[src/rtl/i2c_master_arbiter.sv]
// Round-robin arbiter that shares one single-byte I2C master core between two requesters.
// Optional macro I2C_ARB_RETRY_EN re-issues a failed command up to RETRY_MAX times before reporting.
module i2c_master_arbiter #(
    parameter int BUSY_TIMEOUT = 64,
    parameter int IDLE_GAP     = 50,
    parameter int RETRY_MAX    = 1
) (
    input  logic       i_Clk,
    input  logic       i_Rst,
    input  logic [1:0] i_Req_Valid,
    input  logic [1:0] i_Req_Rw,
    input  logic [6:0] i_Req0_Addr,
    input  logic [7:0] i_Req0_Data,
    input  logic [6:0] i_Req1_Addr,
    input  logic [7:0] i_Req1_Data,
    output logic [1:0] o_Req_Ack,
    output logic [1:0] o_Req_Done,
    output logic       o_Req_Error,
    output logic [7:0] o_Rd_Byte,
    output logic       o_Arb_Busy,
    output logic [6:0] o_Mst_Slave_Addr,
    output logic [7:0] o_Mst_Wr_Byte,
    output logic       o_Mst_Wr_Start,
    output logic       o_Mst_Rd_Start,
    input  logic       i_Mst_Busy,
    input  logic [7:0] i_Mst_Rd_Byte,
    input  logic       i_Mst_Error,
    output logic [2:0] o_Dbg_State
);

    typedef enum logic [2:0] {
        S_IDLE      = 3'd0,
        S_START     = 3'd1,
        S_WAIT_BUSY = 3'd2,
        S_WAIT_DONE = 3'd3,
        S_RESP      = 3'd4,
        S_GAP       = 3'd5
    } state_e;

`ifdef I2C_ARB_RETRY_EN
    localparam int RETRY_LIM = RETRY_MAX;
`else
    // Retries compiled out: a zero limit sends the first error straight to RESP.
    localparam int RETRY_LIM = 0 * RETRY_MAX;
`endif

    localparam logic [15:0] BUSY_LIM = 16'(BUSY_TIMEOUT);
    localparam logic [15:0] GAP_LIM  = 16'(IDLE_GAP - 1);

    state_e      state_q, state_d;
    logic [15:0] timer_q, timer_d;
    logic        ptr_q, ptr_d;
    logic        gnt_q, gnt_d;
    logic        rw_q, rw_d;
    logic [6:0]  addr_q, addr_d;
    logic [7:0]  data_q, data_d;
    logic [1:0]  ack_q, ack_d;
    logic [1:0]  done_q, done_d;
    logic        err_q, err_d;
    logic [7:0]  rd_byte_q, rd_byte_d;
    logic        wr_start_q, wr_start_d;
    logic        rd_start_q, rd_start_d;
    logic [7:0]  retry_cnt_q, retry_cnt_d;
    logic        retry_pend_q, retry_pend_d;

    logic        any_req;
    logic        gnt_sel;
    logic        retry_ok;
    logic        retry_go;
    logic [15:0] timer_inc;

    // Handshake: a requester holds i_Req_Valid until its one-cycle o_Req_Ack; the command is
    // latched on that ack and the requester's inputs are ignored until its o_Req_Done pulse.
    always_comb begin
        any_req   = |i_Req_Valid;
        gnt_sel   = i_Req_Valid[ptr_q] ? ptr_q : ~ptr_q;
        retry_ok  = ({24'd0, retry_cnt_q} < 32'(RETRY_LIM));
        timer_inc = (timer_q == 16'hFFFF) ? timer_q : timer_q + 16'd1;
    end

    always_ff @(posedge i_Clk or posedge i_Rst) begin
        if (i_Rst) begin
            state_q <= S_IDLE;
        end else begin
            state_q <= state_d;
        end
    end

    always_comb begin
        state_d  = state_q;
        timer_d  = timer_q;
        retry_go = 1'b0;
        case (state_q)
            S_IDLE: begin
                if (any_req) begin
                    state_d = S_START;
                end
            end
            S_START: begin
                state_d = S_WAIT_BUSY;
                timer_d = 16'd0;
            end
            S_WAIT_BUSY: begin
                timer_d = timer_inc;
                if (i_Mst_Busy) begin
                    state_d = S_WAIT_DONE;
                end else if (timer_q >= BUSY_LIM) begin
                    if (retry_ok) begin
                        state_d  = S_GAP;
                        timer_d  = 16'd0;
                        retry_go = 1'b1;
                    end else begin
                        state_d = S_RESP;
                    end
                end
            end
            S_WAIT_DONE: begin
                if (!i_Mst_Busy) begin
                    if (i_Mst_Error && retry_ok) begin
                        state_d  = S_GAP;
                        timer_d  = 16'd0;
                        retry_go = 1'b1;
                    end else begin
                        state_d = S_RESP;
                    end
                end
            end
            S_RESP: begin
                state_d = S_GAP;
                timer_d = 16'd0;
            end
            S_GAP: begin
                timer_d = timer_inc;
                if (timer_q >= GAP_LIM) begin
                    state_d = retry_pend_q ? S_START : S_IDLE;
                end
            end
            default: begin
                state_d = S_IDLE;
            end
        endcase
    end

    always_comb begin
        ptr_d        = ptr_q;
        gnt_d        = gnt_q;
        rw_d         = rw_q;
        addr_d       = addr_q;
        data_d       = data_q;
        ack_d        = 2'b00;
        done_d       = 2'b00;
        err_d        = 1'b0;
        rd_byte_d    = rd_byte_q;
        wr_start_d   = 1'b0;
        rd_start_d   = 1'b0;
        retry_cnt_d  = retry_cnt_q;
        retry_pend_d = retry_pend_q;

        if (state_q == S_IDLE && any_req) begin
            gnt_d        = gnt_sel;
            ptr_d        = ~gnt_sel;
            ack_d        = gnt_sel ? 2'b10 : 2'b01;
            rw_d         = i_Req_Rw[gnt_sel];
            addr_d       = gnt_sel ? i_Req1_Addr : i_Req0_Addr;
            data_d       = gnt_sel ? i_Req1_Data : i_Req0_Data;
            retry_cnt_d  = 8'd0;
            retry_pend_d = 1'b0;
        end

        if (state_q == S_START) begin
            wr_start_d = ~rw_q;
            rd_start_d = rw_q;
        end

        // Done/error/byte are registered on entry to RESP so they appear during the RESP cycle.
        if (state_d == S_RESP && state_q != S_RESP) begin
            done_d = gnt_q ? 2'b10 : 2'b01;
            err_d  = (state_q == S_WAIT_BUSY) ? 1'b1 : i_Mst_Error;
            if (rw_q && state_q == S_WAIT_DONE) begin
                rd_byte_d = i_Mst_Rd_Byte;
            end
        end

        if (retry_go) begin
            retry_cnt_d  = (retry_cnt_q == 8'hFF) ? retry_cnt_q : retry_cnt_q + 8'd1;
            retry_pend_d = 1'b1;
        end else if (state_q == S_GAP && state_d != S_GAP) begin
            retry_pend_d = 1'b0;
        end
    end

    always_ff @(posedge i_Clk or posedge i_Rst) begin
        if (i_Rst) begin
            timer_q      <= 16'd0;
            ptr_q        <= 1'b0;
            gnt_q        <= 1'b0;
            rw_q         <= 1'b0;
            addr_q       <= 7'd0;
            data_q       <= 8'd0;
            ack_q        <= 2'b00;
            done_q       <= 2'b00;
            err_q        <= 1'b0;
            rd_byte_q    <= 8'd0;
            wr_start_q   <= 1'b0;
            rd_start_q   <= 1'b0;
            retry_cnt_q  <= 8'd0;
            retry_pend_q <= 1'b0;
        end else begin
            timer_q      <= timer_d;
            ptr_q        <= ptr_d;
            gnt_q        <= gnt_d;
            rw_q         <= rw_d;
            addr_q       <= addr_d;
            data_q       <= data_d;
            ack_q        <= ack_d;
            done_q       <= done_d;
            err_q        <= err_d;
            rd_byte_q    <= rd_byte_d;
            wr_start_q   <= wr_start_d;
            rd_start_q   <= rd_start_d;
            retry_cnt_q  <= retry_cnt_d;
            retry_pend_q <= retry_pend_d;
        end
    end

    assign o_Req_Ack        = ack_q;
    assign o_Req_Done       = done_q;
    assign o_Req_Error      = err_q;
    assign o_Rd_Byte        = rd_byte_q;
    assign o_Arb_Busy       = (state_q != S_IDLE);
    assign o_Mst_Slave_Addr = addr_q;
    assign o_Mst_Wr_Byte    = data_q;
    assign o_Mst_Wr_Start   = wr_start_q;
    assign o_Mst_Rd_Start   = rd_start_q;
    assign o_Dbg_State      = state_q;

endmodule

[config.mk]
export PLATFORM = sky130hd
export DESIGN_NAME = i2c_master_arbiter
export DESIGN_NICKNAME = d
export VERILOG_FILES = /design/src/rtl/i2c_master_arbiter.sv
export SDC_FILE = /design/constraint.sdc
export NUM_CORES = 1
export LEC_CHECK = 0
export ABC_AREA = 1
export BUFFER_PORTS_ARGS = -buffer_cell sky130_fd_sc_hd__buf_2
export CORE_MARGIN = 2
export CORE_UTILIZATION = 57
export CTS_BUF_LIST = sky130_fd_sc_hd__clkbuf_4
export DETAILED_ROUTE_END_ITERATION = 16
export GPL_TIMING_DRIVEN = 0
export PLACE_DENSITY = 0.87
export REMOVE_ABC_BUFFERS = 1
export SYNTH_ARGS = -nofsm -noshare
export SYNTH_HDL_FRONTEND = slang
export SYNTH_SLANG_ARGS = --single-unit
[constraint.sdc]
create_clock -name i_Clk -period 3.55 [get_ports i_Clk]
set_clock_uncertainty 0.2 [all_clocks]
set_input_delay 0 -clock i_Clk [delete_from_list [all_inputs] [get_ports i_Clk]]
set_output_delay 0 -clock i_Clk [all_outputs]
set_load 0.03 [all_outputs]
==> run_results.csv <==
group,metric,value,unit
logic_synthesis,netlist_area,2616,um2
sta,fin_tns_setup,0,ns
flow_run,maxCapViolations,0,
cells_and_area,synthToLayoutAreaGrowth,40.51,%
sta,drv_slew,0,
setup_path,critical_path.startpoint_type,"input port",
setup_path,crit_required,3.68,ns
route,viasPerCell,5.807,
setup_path,crit_start,"i_Req_Valid[1]",
sta,period_minus_slack,3.220,ns
global_route,overflow,0,
status,status,"completed",
clock_tree,path_clk_slew,0.15,ns
sta,post-route-period-util,0.9071,
clock_tree,cts_resized,0,
placed_design,hpwl,4440,um
route,wire_per_inst,17.23,um
cells_and_area,final_area,3676,um2
logic_synthesis,synthTopCellsByArea,"dfrtp_1 (50%), nand2_1 (15%), nand3_1 (7.1%)",
floorplan,start_util,0.5967,
floorplan,die_w,71.75,um
route,drtIter0Drc,360,
setup_path,cp.arrival,3.35,ns
floorplan,die_area,5148,um2
min_path,min_from,"i_Req1_Data[2]",
global_route,first_global_vias,2878,
sta,setup_violations,0,
setup_path,r2r_start,"o_Dbg_State[0]",
setup_path,path_class,"in2reg",
clock_tree,clk_latency,0.37,ns
setup_path,end_kind,"flop",
global_route,antenna_found_initial,0,
clock_tree,root_buffer,"clkbuf_4",
sta,relSlewSlack,0.6784,
floorplan,rows,24,
logic_synthesis,netlist.area_leader.share,0.4974,
route,ant_nets,0,
logic_synthesis,yosys.area.top_type,"dfrtp_1",
logic_synthesis,synth-seq-area-share,0.4974,
setup_path,crit_path_max_fanout,17,
logic_synthesis,synth_warnings,0,
floorplan,core,4384,um2
route,num_vias,2921,
logic_synthesis,syn_inst,312,
placed_design,placed_cell_area,3065,um2
cells_and_area,nets,500,
cells_and_area,diodes,0,
cells_and_area,drive_gt1_frac,0.2616,
placed_design,io_buffer_count,79,
pwr,peakVddDrop,0.0005416,V
sta,rsz0062_at_grt,"false",
placed_design,globalplace.congestion,0.9123,
global_route,grt_pass1_wl,13980,um
global_route,gr-usage-all-layers,0.3567,
clock_tree,cts_max_level,2,
logic_synthesis,avgSynthCellArea,8.385,um2
clock_tree,clock-sinks,52,
route,drtPass1Iterations,5,
route,wirelength,8669,um
global_route,grt_max_degree,42,
sta,finalHoldViolCount,0,
clock_tree,cts_tree,"built",
pwr,cellPowerDensity,751.2,nW/um2
clock_tree,clockBufferDepth,2,
sta,worst_slew_pin_slew,0.4794,ns
clock_tree,cts_inserted_buffers,5,
floorplan,die_h,71.75,um
floorplan,ioPinCount,80,
logic_synthesis,ys_ff_latch,52,
logic_synthesis,ys_types,31,
min_path,hold_class,"in2reg",
sta,fmaxAchievable,310.5,MHz
route,drc,0,
pwr,leakage,1.854,nW
[cell families (layout without fill, tap and decap cells)]
kind of cell	count (synthesis)	in the layout	share of synthesized area
multiplexers	8	8	0.03443
flip-flops	52	52	0.4974
AND/OR/NAND/NOR	188	188	0.3257
adder cells (fa/ha/maj)	3	3	0.01435
buffers and inverters	32	171	0.05212
AO/OA/AOI/OAI	21	21	0.04926
XOR/XNOR	8	8	0.02678
[timing repair]
item / CTS / global route
setup buffers: 0 / 0
endpoints found under the hold margin: 85 / 0
hold buffers: 56 / 0
[layout by cell type (no fill, tap or decap), types with 4 or more instances in the layout]
cell,synthesis,layout
xor2_1,8,8
o21ai_0,10,10
buf_2,1,79
clkbuf_4,0,5
inv_1,24,23
inv_2,3,4
dlygate4sd3_1,0,56
nor2_4,4,4
dfrtp_1,52,52
nand2_1,103,103
nor2_1,26,26
mux2_2,8,8
nand3_1,37,37
nor2_2,4,4
[final cells by class]
cell class / count / area [um2]
multi-input combinational: 228 / 1179
clock buffer: 5 / 37.54
inverter: 28 / 105.1
timing repair buffer: 136 / 975.9
clock inverter: 2 / 12.51
fill: 198 / 708.2
tap: 52 / 65.06
sequential: 52 / 1301
[sequential cells by signal, indices dropped and copies added, names as in the netlist]
register and flops:
o_Mst_Slave_Addr 7, o_Mst_Rd_Start 1, o_Dbg_State 3, gnt_q 1, o_Mst_Wr_Byte 8, o_Req_Ack 2
rw_q 1, o_Req_Done 2, o_Req_Error 1, o_Rd_Byte 8, ptr_q 1, o_Mst_Wr_Start 1
timer_q 16
[stage by stage]
stage	power [mW]	setup slack (ns)	util	hold slack, ns	std cells
floorplan	1.773	1.575	-	-0.08013	308
global placement	2.085	1.527	0.6946	0.002916	439
detailed placement	2.134	1.495	0.6992	-0.2408	440
CTS	2.617	0.6053	0.8385	0.1560	503
global route	2.890	0.2896	0.8385	0.1848	503
finish	2.762	0.3298	0.8385	0.1712	503
[layer usage]
metal	track usage	up-vias	wire length (um)
li1	-	1279	-
met1	0.4378	1336	3211
met2	0.5741	237	4070
met3	0.09564	69	871
met4	0.1950	0	515
met5	0	-	0
[critical path: stages]
cell and delay [ns]:
dlygate4sd3_1 0.53, buf_2 0.13, nor2_1 0.04, dlygate4sd3_1 0.58, nor2_4 0.18, inv_2 0.19
nor2_8 0.27, nand2_1 0.16, dlygate4sd3_1 0.63, nand3_1 0.07, dlygate4sd3_1 0.54
[power breakdown]
part           switching [mW]  internal (mW)  total, mW  leakage, nW
logic                   0.987          0.563       1.55         1.15
clock network           0.192         0.0732      0.265       0.0287
registers               0.162          0.784      0.946        0.674
[synth_stat cells]
cell type  count
a21oi_1        1
buf_2          1
buf_4          2
buf_6          1
clkinv_1       1
dfrtp_1       52
ha_1           3
inv_1         24
inv_2          3
mux2_2         8
nand2_1      103
nand2_2        3
nand2_4        1
nand3_1       37
nand3b_1       1
nand4_1        3
nand4_2        1
nor2_1        26
nor2_2         4
nor2_4         4
nor2_8         1
nor3_1         1
o211ai_1       2
o21a_1         1
o21ai_0       10
o21ai_1        2
o21ai_2        2
o21bai_2       1
o22ai_1        2
or2_2          3
xor2_1         8
[worst paths after layout]
check                           slack [ns]               end  cells after the start
worst max-delay path                  0.33  o_Mst_Wr_Byte[3]                     11
max in group asynchronous             2.12        timer_q[8]                      5
min in group asynchronous             0.53      o_Req_Ack[0]                      4
worst min-delay path                  0.17  o_Mst_Wr_Byte[2]                      4
worst max register to register        0.45  o_Mst_Wr_Byte[3]                      9
worst min register to register        0.30     o_Req_Done[0]                      1
Power figures use the tool's default switching activity.
